[config.mk]
export PLATFORM = sky130hd
export DESIGN_NAME = nor_multi_bus
export DESIGN_NICKNAME = d
export VERILOG_FILES = /design/src/rtl/nor_multi_bus.sv
export SDC_FILE = /design/constraint.sdc
export NUM_CORES = 1
export LEC_CHECK = 0
export BUFFER_PORTS_ARGS = -buffer_cell sky130_fd_sc_hd__buf_2
export CORE_UTILIZATION = 50
export CTS_CLUSTER_SIZE = 20
export DETAILED_ROUTE_END_ITERATION = 6
export PLACE_DENSITY_LB_ADDON = 0.2
export SETUP_SLACK_MARGIN = 0.5
export SYNTH_ARGS = -nofsm -noshare
export SYNTH_HDL_FRONTEND = slang
export SYNTH_SLANG_ARGS = --single-unit
[constraint.sdc]
create_clock -name wb_clk_i -period 14.6 [get_ports wb_clk_i]
set_input_delay 2.92 -clock wb_clk_i [delete_from_list [all_inputs] [get_ports wb_clk_i]]
set_output_delay 2.92 -clock wb_clk_i [all_outputs]
set_load 0.02 [all_outputs]
[src/rtl/nor_multi_bus.sv]
// nor_multi_bus: pipelined Wishbone to parallel NOR bridge for NCHIPS devices that share
// addr/data/oe/we, with one active-low CE per chip. Setup/pulse/hold timing comes from cfg_*_i
// and is latched per access. Requests queue in a DEPTH-entry FIFO; responses return in order.
// Optional feature macro: NOR_BUS_RY_TIMEOUT_EN (bounded ready-wait, error on expiry).
module nor_multi_bus #(
    parameter int unsigned ADDRBITS   = 26,
    parameter int unsigned DATABITS   = 16,
    parameter int unsigned NCHIPS     = 2,
    parameter int unsigned DEPTH      = 16,
    parameter int unsigned CNTBITS    = 8,
    parameter int unsigned RY_TIMEOUT = 4096,
    localparam int unsigned CSBITS    = (NCHIPS > 1) ? $clog2(NCHIPS) : 1
) (
    input  logic                       wb_clk_i,
    input  logic                       wb_rst_i,
    input  logic [CSBITS+ADDRBITS-1:0] wb_adr_i,
    input  logic [DATABITS-1:0]        wb_dat_i,
    input  logic                       wb_we_i,
    input  logic                       wb_stb_i,
    input  logic                       wb_cyc_i,
    output logic                       wb_stall_o,
    output logic                       wb_ack_o,
    output logic                       wb_err_o,
    output logic [DATABITS-1:0]        wb_dat_o,
    input  logic [CNTBITS-1:0]         cfg_setup_i,
    input  logic [CNTBITS-1:0]         cfg_pulse_i,
    input  logic [CNTBITS-1:0]         cfg_hold_i,
    input  logic [NCHIPS-1:0]          nor_ry_i,
    input  logic [DATABITS-1:0]        nor_data_i,
    output logic [DATABITS-1:0]        nor_data_o,
    output logic [ADDRBITS-1:0]        nor_addr_o,
    output logic [NCHIPS-1:0]          nor_ce_o,
    output logic                       nor_we_o,
    output logic                       nor_oe_o,
    output logic                       nor_data_oe
);

    localparam int unsigned ABITS = CSBITS + ADDRBITS;
    localparam int unsigned EBITS = 1 + DATABITS + ABITS;
    localparam int unsigned PBITS = $clog2(DEPTH);
    localparam int unsigned QBITS = $clog2(DEPTH + 1);
    localparam logic [QBITS-1:0] FULL_COUNT = QBITS'(DEPTH);

    typedef enum logic [2:0] {StIdle, StRdyWait, StSetup, StPulse, StHold} state_e;

    // Request FIFO
    logic [EBITS-1:0]    fifo_mem [DEPTH];
    logic [PBITS-1:0]    wr_ptr_q, wr_ptr_d, rd_ptr_q, rd_ptr_d;
    logic [QBITS-1:0]    count_q, count_d;
    logic                stall_q;
    logic                push, pop;
    logic                head_we;
    logic [DATABITS-1:0] head_dat;
    logic [CSBITS-1:0]   head_chip;
    logic [ADDRBITS-1:0] head_addr;
    logic                head_valid, head_ry, req_ry;

    // Access state
    state_e              state_q, state_d;
    logic [CNTBITS-1:0]  cnt_q, cnt_d;
    logic [CNTBITS-1:0]  pulse_q, hold_q, setup_q;
    logic                req_we_q, req_we_d;
    logic [CSBITS-1:0]   req_chip_q, req_chip_d;
    logic [ADDRBITS-1:0] req_addr_q;
    logic [DATABITS-1:0] req_dat_q;
    logic                load_req, sample_rd;
    logic                no_ack_q, no_ack_d;
    logic [DATABITS-1:0] rdata_q;

    // Registered outputs
    logic                ack_q, ack_d, err_q, err_d;
    logic [DATABITS-1:0] dat_o_q;
    logic [NCHIPS-1:0]   ce_q, ce_d;
    logic                we_q, we_d, oe_q, oe_d, doe_q, doe_d;

`ifdef NOR_BUS_RY_TIMEOUT_EN
    localparam int unsigned RYBITS = $clog2(RY_TIMEOUT + 1);
    logic [RYBITS-1:0] ry_cnt_q, ry_cnt_d;
`else
    logic unused_ry_timeout;
    assign unused_ry_timeout = ^RY_TIMEOUT;
`endif

    assign push = wb_cyc_i & wb_stb_i & ~stall_q;
    assign {head_we, head_dat, head_chip, head_addr} = fifo_mem[rd_ptr_q];
    assign head_valid = 32'(head_chip) < NCHIPS;

    // Ready lookup for the FIFO head and for the latched request
    always_comb begin
        head_ry = 1'b0;
        req_ry  = 1'b0;
        for (int unsigned i = 0; i < NCHIPS; i++) begin
            if (head_chip == CSBITS'(i)) head_ry = nor_ry_i[i];
            if (req_chip_q == CSBITS'(i)) req_ry = nor_ry_i[i];
        end
    end

    // FIFO pointer/occupancy next state; cyc low flushes everything
    always_comb begin
        wr_ptr_d = wr_ptr_q;
        rd_ptr_d = rd_ptr_q;
        count_d  = count_q;
        if (!wb_cyc_i) begin
            wr_ptr_d = '0;
            rd_ptr_d = '0;
            count_d  = '0;
        end else begin
            if (push) wr_ptr_d = wr_ptr_q + 1'b1;
            if (pop)  rd_ptr_d = rd_ptr_q + 1'b1;
            if (push && !pop)      count_d = count_q + 1'b1;
            else if (!push && pop) count_d = count_q - 1'b1;
        end
    end

    // FIFO storage, no reset needed
    always_ff @(posedge wb_clk_i) begin
        if (push) fifo_mem[wr_ptr_q] <= {wb_we_i, wb_dat_i, wb_adr_i};
    end

    // Access FSM next-state
    always_comb begin
        state_d   = state_q;
        cnt_d     = cnt_q;
        pop       = 1'b0;
        load_req  = 1'b0;
        sample_rd = 1'b0;
        no_ack_d  = no_ack_q;
        ack_d     = 1'b0;
        err_d     = 1'b0;
`ifdef NOR_BUS_RY_TIMEOUT_EN
        ry_cnt_d  = ry_cnt_q;
`endif
        // A started strobe sequence always completes; a cyc drop only suppresses its ack.
        if (!wb_cyc_i && (state_q inside {StSetup, StPulse, StHold})) no_ack_d = 1'b1;
        unique case (state_q)
            StIdle: begin
                if (wb_cyc_i && count_q != '0) begin
                    pop      = 1'b1;
                    no_ack_d = 1'b0;
                    if (!head_valid) begin
                        err_d = 1'b1;
                    end else begin
                        load_req = 1'b1;
                        // Ready already high skips the wait state entirely.
                        if (head_we && !head_ry) begin
                            state_d = StRdyWait;
`ifdef NOR_BUS_RY_TIMEOUT_EN
                            ry_cnt_d = '0;
`endif
                        end else begin
                            state_d = StSetup;
                            cnt_d   = cfg_setup_i;
                        end
                    end
                end
            end
            StRdyWait: begin
                if (!wb_cyc_i) begin
                    state_d = StIdle;
                end else if (req_ry) begin
                    state_d = StSetup;
                    cnt_d   = setup_q;
`ifdef NOR_BUS_RY_TIMEOUT_EN
                end else if (ry_cnt_q == RYBITS'(RY_TIMEOUT - 1)) begin
                    state_d = StIdle;
                    err_d   = 1'b1;
                end else begin
                    ry_cnt_d = ry_cnt_q + 1'b1;
`endif
                end
            end
            StSetup: begin
                if (cnt_q == '0) begin
                    state_d = StPulse;
                    cnt_d   = pulse_q;
                end else begin
                    cnt_d = cnt_q - 1'b1;
                end
            end
            StPulse: begin
                if (cnt_q == '0) begin
                    state_d   = StHold;
                    cnt_d     = hold_q;
                    sample_rd = !req_we_q;
                end else begin
                    cnt_d = cnt_q - 1'b1;
                end
            end
            StHold: begin
                if (cnt_q == '0) begin
                    state_d = StIdle;
                    ack_d   = !no_ack_q && wb_cyc_i;
                end else begin
                    cnt_d = cnt_q - 1'b1;
                end
            end
            default: state_d = StIdle;
        endcase
    end

    assign req_we_d   = load_req ? head_we : req_we_q;
    assign req_chip_d = load_req ? head_chip : req_chip_q;

    // NOR strobe next values, decoded from the next state so the pins are registered
    always_comb begin
        ce_d = '1;
        for (int unsigned i = 0; i < NCHIPS; i++) begin
            if ((state_d == StSetup || state_d == StPulse) && req_chip_d == CSBITS'(i)) begin
                ce_d[i] = 1'b0;
            end
        end
        we_d  = ~(state_d == StPulse && req_we_d);
        oe_d  = ~(state_d == StPulse && !req_we_d);
        doe_d = req_we_d && (state_d inside {StSetup, StPulse, StHold});
    end

    // State and output registers
    always_ff @(posedge wb_clk_i) begin
        if (wb_rst_i) begin
            wr_ptr_q   <= '0;
            rd_ptr_q   <= '0;
            count_q    <= '0;
            stall_q    <= 1'b0;
            state_q    <= StIdle;
            cnt_q      <= '0;
            setup_q    <= '0;
            pulse_q    <= '0;
            hold_q     <= '0;
            req_we_q   <= 1'b0;
            req_chip_q <= '0;
            req_addr_q <= '0;
            req_dat_q  <= '0;
            no_ack_q   <= 1'b0;
            rdata_q    <= '0;
            ack_q      <= 1'b0;
            err_q      <= 1'b0;
            dat_o_q    <= '0;
            ce_q       <= '1;
            we_q       <= 1'b1;
            oe_q       <= 1'b1;
            doe_q      <= 1'b0;
`ifdef NOR_BUS_RY_TIMEOUT_EN
            ry_cnt_q   <= '0;
`endif
        end else begin
            wr_ptr_q <= wr_ptr_d;
            rd_ptr_q <= rd_ptr_d;
            count_q  <= count_d;
            stall_q  <= (count_d == FULL_COUNT);
            state_q  <= state_d;
            cnt_q    <= cnt_d;
            no_ack_q <= no_ack_d;
            ack_q    <= ack_d;
            err_q    <= err_d;
            ce_q     <= ce_d;
            we_q     <= we_d;
            oe_q     <= oe_d;
            doe_q    <= doe_d;
`ifdef NOR_BUS_RY_TIMEOUT_EN
            ry_cnt_q <= ry_cnt_d;
`endif
            if (load_req) begin
                req_we_q   <= head_we;
                req_chip_q <= head_chip;
                req_addr_q <= head_addr;
                req_dat_q  <= head_dat;
                setup_q    <= cfg_setup_i;
                pulse_q    <= cfg_pulse_i;
                hold_q     <= cfg_hold_i;
            end
            if (sample_rd) rdata_q <= nor_data_i;
            if (ack_d && !req_we_q) dat_o_q <= rdata_q;
        end
    end

    assign wb_stall_o  = stall_q;
    assign wb_ack_o    = ack_q;
    assign wb_err_o    = err_q;
    assign wb_dat_o    = dat_o_q;
    assign nor_ce_o    = ce_q;
    assign nor_we_o    = we_q;
    assign nor_oe_o    = oe_q;
    assign nor_data_oe = doe_q;
    assign nor_addr_o  = req_addr_q;
    assign nor_data_o  = req_dat_q;

endmodule
==> out/metrics.yaml, run 1 <==
syn_inst: 1690
nets: 1965
cts_root_buffer: "clkbuf_16"
drc: 0
pre_cts_slack_ns: 8.79
hold_violations: 0
dr_wl_met3_mm: 3.84
ys_top_cells_by_area: "edfxtp_1 66%, mux4_2 15%, dfxtp_1 8.5%"
crit_family: "simple AND/OR/NAND/NOR gates"
drv_cap: 0
synth-edff-count: 704
startpoint: "wb_cyc_i"
grt_usage: 0.211
h-tree-depth: 3
syn_nets: 1789
synthFlopType: "edfxtp_1"
grt_start_max_net_pins: 92
clkSinkCount: 840
crit_arrival_ns: 5.40
io_buffer_count: 154
die_h_microns: 256
syn_area_per_cell_sq_um: 19.0
maxSlewViolCount: 0
rsz0062_at_grt: "false"
yosysWarnings: 0
period_needed_ns: 5.14
tritoncts: "built"
drt-vias-per-instance: 5.83
setup_viol: 0
p_leak_nw: 11.6
core_sq_mm: 0.0633
ant_nets: 0
path_class: "input port to flop"
cts_buffer_depth: 3
gp_congestion: 0.845
num_rows: 92
synthArstFlopShare: 0
path_max_fanout: 27
hpwl_mm: 38.5
first_global_vias: 16764
ios: 156
status: "complete, no violations"
final_core_util: 0.580
setup_ws_ns: 9.46
wl_met2_mm: 33.6
synth.largest_area_cell: "edfxtp_1"
cts_buffers: 86
hp-class: "flop to flop"
dieArea_sq_mm: 0.0654
initial_core_util: 0.508
grt.overflow.total: 0
yosys.cell_count.top_type: "edfxtp_1"
fin_worst_skew_ns: 0.0336
routed_wl_mm: 67.8
path_cells: "buf_2, and3b_1, nand2_1, nor2_4, buf_4"
tightest_slew_ns: 1.12
first_pass_iters: 5
end_kind: "flop"
start_kind: "input port"
fmax_mhz: 195
clock_latency_ns: 0.64
ys_top_cells_by_count: "704 x edfxtp_1, 217 x mux4_2, 185 x nand2_1, 136 x dfxtp_1, 100 x a21oi_1"
cp_num_cells: 5
antenna_cells: 0
r2r-end: "nor_addr_o[15]"
max_stage_delay_ns: 0.69
reg2reg_depth: 6
synth_area_sq_mm: 0.0322
grt_pass1_wl_mm: 103
cts.clk_slew.worst_paths_ns: 0.06
wl_per_cell_microns: 24.3
grt_antenna_before_repair: 2
synth_top_cell_area_share: 0.657
cp_num_buf_inv: 2
period_share: 0.352
drtIter0Drc: 1534
yosysSeqAreaShare: 0.741
rrSetupSlack_ns: 10.22
ys_seq_elements: 840
setup.worst_path.end: "fifo_mem[12][3]"
post_synth_num_cell_types: 73
cts_hold_buf: 0
routed.top_layer: "met5"
post_cts_resized: 0
required_ns: 14.86
postCtsSetupBuffers: 0
cp_slowest_cell: "nor2_4"
p_per_area_mw_per_mm2: 136
ir_drop_mv: 0.0792
met1_length_mm: 29.0
vias: 16229
fin_tns_setup_ns: 0
maxSlewHeadroom: 0.252
drive_gt1_frac: 0.294
area_growth_pct: 14.2
hold_slack_ns: 0.449
die_w_microns: 256
[sequential cells by signal, indices dropped and copies added, names as in the netlist, 5 cells and up, named ones only]
| register | flops |
|---|---|
| cnt_q | 8 |
| count_q | 5 |
| fifo_mem | 704 |
| hold_q | 8 |
| nor_addr_o | 26 |
| nor_data_o | 16 |
| pulse_q | 8 |
| rdata_q | 16 |
| setup_q | 8 |
| wb_dat_o | 16 |
[final cells by class]
type / count / area (sq um)
Timing Repair Buffer: 187 / 1020
Clock inverter: 45 / 463
Inverter: 15 / 56.3
Tap cell: 846 / 1060
Sequential cell: 840 / 23900
Fill cell: 4751 / 26600
Multi-Input combinational cell: 736 / 7950
Clock buffer: 116 / 2330
[per-stage QoR]
step	total power (W)	instance area (sq um)	instances
6_report	0.00499	36700	2785
3_5_place_dp	0.00288	34000	2624
2_1_floorplan	0.00280	32200	1690
3_3_place_gp	0.00288	34000	2624
4_1_cts	0.00503	36700	2785
5_1_grt	0.00514	36700	2785
[cells by family (layout without fill, tap and decap cells)]
group	count (synthesis)	after routing	synth area share
adders and majority gates	9	9	0.00350
AOI/OAI and AO/OA	156	156	0.0306
and+or+nand+nor	309	309	0.0439
other	1	1	0.000117
muxes	248	248	0.162
buffers and inverters	114	363	0.0152
DFF	840	840	0.741
xor gates and xnor gates	13	13	0.00354
[how the worst min path moves through the flow]
stage	slack (ns)	from	endpoint	depth (start not counted)
3_5_place_dp	0.44	setup_q[5]	setup_q[5]	2
4_1_cts	0.45	setup_q[5]	setup_q[5]	2
2_1_floorplan	0.43	setup_q[3]	setup_q[3]	2
6_report	0.45	rdata_q[13]	rdata_q[13]	2
3_3_place_gp	0.44	rdata_q[7]	rdata_q[7]	2
5_1_grt	0.47	rdata_q[12]	rdata_q[12]	2
[worst min-delay path, stage by stage, from the launching register on]
cell     delay [ns]
dfxtp_1        0.30
nand2_1        0.05
a21oi_1        0.05
[where the power goes]
group | switching, W | leakage, nW | internal, W | total [W]
clock network | 0.000904 | 1.36 | 0.00125 | 0.00216
registers | 0.0000160 | 7.44 | 0.00261 | 0.00263
logic | 0.000127 | 2.77 | 0.0000731 | 0.000200
[cells in the final DEF (no fill, tap or decap), types with 7 or more instances in the layout]
cell / netlist / routed
bufinv_16: 0 / 7
edfxtp_1: 704 / 704
clkbuf_16: 0 / 87
dfxtp_1: 136 / 132
nand2b_1: 11 / 11
buf_4: 2 / 34
nand3_1: 17 / 17
nor2_4: 0 / 12
xor2_1: 10 / 10
o21ai_0: 8 / 8
clkinv_1: 0 / 13
mux4_2: 217 / 217
nor2_1: 49 / 37
clkbuf_1: 58 / 25
mux2i_1: 25 / 25
buf_2: 24 / 153
clkinv_2: 0 / 14
o221ai_1: 7 / 7
ha_1: 9 / 9
nor3_1: 13 / 9
nand2_1: 185 / 185
a21oi_1: 100 / 100
inv_1: 14 / 14
[routing by layer]
layer  global-route usage  up-vias
met3               0.0403       97
met4               0.0542        4
met1                0.291     8533
li1                     -     7113
met2                0.346      482
met5                    0        -
(Power assumes the default switching activity.)
==> run 2, diff against run 1 <==
- clock period: 14.6 -> 5.28 ns (I/O delays scaled with it)
==> run 2 against run 1 <==
Against the previous run: first-iteration DRC count decreased by 14%; largest power group unchanged; die area unchanged; clock skew decreased by 0.013 ns; core utilization increased by 0.50 points; critical path depth increased by 1; sequential power increased to 2.8 times the previous value; sequential share of layout area decreased by 0.56 points; global-route usage increased by 0.56 points; register-to-register slack got worse by 7.9 ns.
==> out/metrics.yaml, run 2 (same netlist as run 1, synthesis figures left out) <==
status: "complete, no violations"
dieArea_sq_mm: 0.0654
path_class: "flop to flop"
start_kind: "flop"
reg2reg_depth: 6
rsz0062_at_grt: "false"
clkSinkCount: 840
setup_viol: 0
path_max_fanout: 30
pre_cts_slack_ns: 1.69
hpwl_mm: 40.4
gp_congestion: 0.839
drive_gt1_frac: 0.306
hold_violations: 0
setup_ws_ns: 2.30
core_sq_mm: 0.0633
routed_wl_mm: 69.4
postCtsSetupBuffers: 0
tritoncts: "built"
grt_usage: 0.216
place_area_sq_mm: 0.0341
postLayoutCellArea_sq_mm: 0.0371
h-tree-depth: 3
tightest_slew_ns: 1.06
fin_worst_skew_ns: 0.0206
period_needed_ns: 2.98
first_pass_iters: 5
post_cts_resized: 0
p_leak_nw: 11.7
cts_root_buffer: "clkbuf_16"
grt_pass1_wl_mm: 106
hp-class: "flop to flop"
grt_start_max_net_pins: 78
drc: 0
cts.clk_slew.worst_paths_ns: 0.06
fmax_mhz: 336
ir_drop_mv: 0.366
required_ns: 5.77
final_common_cell: "edfxtp_1"
maxSlewViolCount: 0
largest_register_ffs: 704
num_rows: 92
wl_per_cell_microns: 24.8
nets: 1971
ant_nets: 0
io_buffer_count: 154
fin_tns_setup_ns: 0
vias: 16235
end_kind: "flop"
drt-vias-per-instance: 5.81
grt.overflow.total: 0
clock_latency_ns: 0.63
hold-path-endpoint: "rdata_q[14]"
die_h_microns: 256
die_w_microns: 256
grt_antenna_before_repair: 3
finalPower_w: 0.0140
cts_hold_buf: 0
initial_core_util: 0.508
p_per_area_mw_per_mm2: 379
maxSlewHeadroom: 0.290
cts_buffer_depth: 3
crit_arrival_ns: 3.47
hold_depth: 2
first_global_vias: 16721
r2r-end: "cnt_q[2]"
fillerInstances: 4715
regMostFlops: "fifo_mem"
final_core_util: 0.585
rrSetupSlack_ns: 2.30
drtIter0Drc: 1313
area_growth_pct: 15.2
ios: 156
min_from: "rdata_q[14]"
drv_cap: 0
period_share: 0.564
mostFrequentLayoutCells: "704 x edfxtp_1, 217 x mux4_2, 185 x nand2_1"
cts_buffers: 86
-- run 2: how the worst max path moves through the flow --
stage               slack [ns]       start                to  depth (start not counted)
CTS                       2.26  state_q[0]        pulse_q[4]                          5
floorplan                 1.08    wb_cyc_i   fifo_mem[15][0]                          5
global route              1.98  state_q[0]    nor_data_o[14]                          5
finish                    2.30        flop          cnt_q[2]                          6
global placement          1.70    wb_cyc_i  fifo_mem[15][17]                          5
detailed placement        1.69    wb_cyc_i  fifo_mem[15][23]                          5
-- run 2: metal layers --
layer,track usage,up-vias,routed length [microns]
met5,0,-,0
met4,0.0702,0,1670
met3,0.0375,97,4000
met2,0.348,519,33800
met1,0.303,8486,29900
li1,-,7133,-
-- run 2: metrics by stage --
stage                     hold WS [ns]  std cells
final                            0.450       2795
after global routing             0.468       2793
after CTS                        0.451       2792
after detailed placement         0.444       2630
after global placement           0.437       2630
after floorplan                  0.431       1690
-- run 2: cell type report --
type | count | area, sq um | area share
Sequential cell | 840 | 23900 | 0.644
Multi-Input combinational cell | 736 | 7970 | 0.215
Clock buffer | 113 | 2420 | 0.0653
Timing Repair Buffer | 193 | 1170 | 0.0315
Tap cell | 846 | 1060 | 0.0286
Clock inverter | 49 | 508 | 0.0137
Inverter | 15 | 56.3 | 0.00152
Antenna cell | 3 | 7.51 | 0.000203
-- run 2: where the power goes --
part | switching (W) | internal (W)
registers | 0.0000412 | 0.00723
clock network | 0.00252 | 0.00369
logic | 0.000357 | 0.000203
-- run 2: critical path: stages (launching register included) --
cell       delay [ns]
dfxtp_2          0.70
buf_4            0.61
mux4_2           0.48
o2bb2ai_1        0.23
o31a_2           0.42
o221ai_1         0.25
a21oi_1          0.10
==> run 3, diff against run 2 <==
- clock period: 5.28 -> 2.6 ns (I/O delays scaled with it)
==> run 3 against run 2 <==
Against the previous run: sequential share of layout area shrank 3.2 points; core utilization is 3.1 points higher; worst hold slack got worse by 0.32 ns; register-to-register slack lost 1.9 ns; non-clock buffer count up 97; combinational power grew to 2.5 times the previous value; via count rose by 5.0%; largest cell class unchanged; count of clock-buffer cells in the layout is 1 lower; setup slack worse by 1.9 ns; critical endpoint is now cnt_q[6].
==> out/metrics.yaml, run 3 (same netlist as run 1, synthesis figures left out) <==
drv_cap: 0
hp-class: "input port to flop"
crit_arrival_ns: 2.69
max_stage_delay_ns: 0.52
postLayoutCellArea_sq_mm: 0.0390
num_rows: 92
grt_pass1_wl_mm: 112
first_global_vias: 17235
path_class: "flop to flop"
drt-vias-per-instance: 5.90
grt.overflow.total: 0
gp_congestion: 0.851
ir_drop_mv: 0.536
setup_viol: 0
period_share: 0.862
crit_family: "compound AO/OA/AOI/OAI gates"
wl_per_cell_microns: 26.4
largest_register_ffs: 704
grt_usage: 0.234
maxSlewHeadroom: 0.507
cts_buffer_depth: 3
status: "complete, no violations"
ant_nets: 0
core_sq_mm: 0.0633
regMostFlops: "fifo_mem"
final_common_cell: "edfxtp_1"
tightest_slew_ns: 0.735
cts_buffers: 86
nets: 2068
maxSlewViolCount: 0
vias: 17040
die_h_microns: 256
cts.clk_slew.worst_paths_ns: 0.06
p_leak_nw: 12.5
routed_wl_mm: 76.2
area_growth_pct: 21.2
tritoncts: "built"
clkSinkCount: 840
rsz0062_at_grt: "true"
grt_start_max_net_pins: 71
h-tree-depth: 3
path_cells: "mux2_4, mux4_2, a2bb2o_4, o31a_4, o221ai_2, a21oi_1"
start_kind: "flop"
cp_slowest_cell: "mux4_2"
drtIter0Drc: 1481
clock_latency_ns: 0.65
hold_slack_ns: 0.133
end_kind: "flop"
first_pass_iters: 6
dieArea_sq_mm: 0.0654
antenna_cells: 0
hold_violations: 0
cp_num_buf_inv: 0
fmax_mhz: 446
drive_gt1_frac: 0.359
ios: 156
period_needed_ns: 2.24
grt_antenna_before_repair: 3
place_area_sq_mm: 0.0350
path_max_fanout: 7
p_per_area_mw_per_mm2: 742
cts_root_buffer: "clkbuf_16"
die_w_microns: 256
io_buffer_count: 154
hpwl_mm: 40.8
mostFrequentLayoutCells: "704 x edfxtp_1, 217 x mux4_2, 172 x nand2_1"
initial_core_util: 0.508
required_ns: 3.05
fin_worst_skew_ns: 0.0515
drc: 0
-- run 3: cell types whose count changed in the layout (fill, tap and decap cells not counted), moves of 8 or more --
cell / delta
buf_16: +13
nand2_1: -13
buf_12: +39
buf_6: +10
buf_4: +29
a21oi_2: +8
a21oi_1: -8
-- run 3: power by group --
part           total [W]  switching (W)  internal (W)
registers         0.0148      0.0000760        0.0147
clock network     0.0128        0.00511       0.00764
logic            0.00142       0.000834      0.000584
total             0.0289        0.00602        0.0229
-- run 3: per-layer routing --
metal | vias up | wire length [microns] | track usage
met2 | 660 | 38300 | 0.388
met1 | 8929 | 31400 | 0.326
met5 | - | 23 | 0
li1 | 7341 | - | -
met3 | 106 | 5090 | 0.0367
met4 | 4 | 1340 | 0.0581
-- run 3: tightest hold or removal path, delay by kind of cell --
kind | cells | cell delay [ns]
simple gates | 1 | 0.05
compound gates | 1 | 0.05
buf+inv | 1 | 0.09
-- run 3: path summary, 6_finish.rpt --
check            startpoint           to  slack (ns)  cells after the start
min          nor_data_i[14]  rdata_q[14]        0.13                      3
min reg2reg     rdata_q[13]  rdata_q[13]        0.45                      2
max reg2reg            flop     cnt_q[6]        0.36                      6
max                    flop     cnt_q[6]        0.36                      6
-- run 3: layout make-up --
class / instances / area (sq um)
Timing Repair Buffer: 290 / 2790
Inverter: 15 / 61.3
Clock buffer: 112 / 2360
Multi-Input combinational cell: 736 / 8250
Tap cell: 846 / 1060
Clock inverter: 48 / 608
Fill cell: 4510 / 24300
Sequential cell: 840 / 23900
-- run 3: stage by stage --
| stage | power [W] | utilization | instances | setup TNS (ns) | setup slack [ns] |
|---|---|---|---|---|---|
| 2_1_floorplan | 0.0158 | - | 1690 | -9.52 | -0.0585 |
| 3_3_place_gp | 0.0162 | 0.553 | 2671 | 0 | 0.307 |
| 3_5_place_dp | 0.0163 | 0.553 | 2671 | 0 | 0.240 |
| 4_1_cts | 0.0291 | 0.612 | 2868 | 0 | 0.371 |
| 5_1_grt | 0.0297 | 0.616 | 2887 | 0 | 0.290 |
| 6_report | 0.0289 | 0.616 | 2887 | 0 | 0.358 |
-- run 3: timing repair --
action                     in CTS  in global routing
buffers inserted               26                 18
pin swaps                      18                 12
gates cloned                   11                  1
hold buffers                    0                  0
setup endpoints to repair     130                104
resized for setup              50                 28
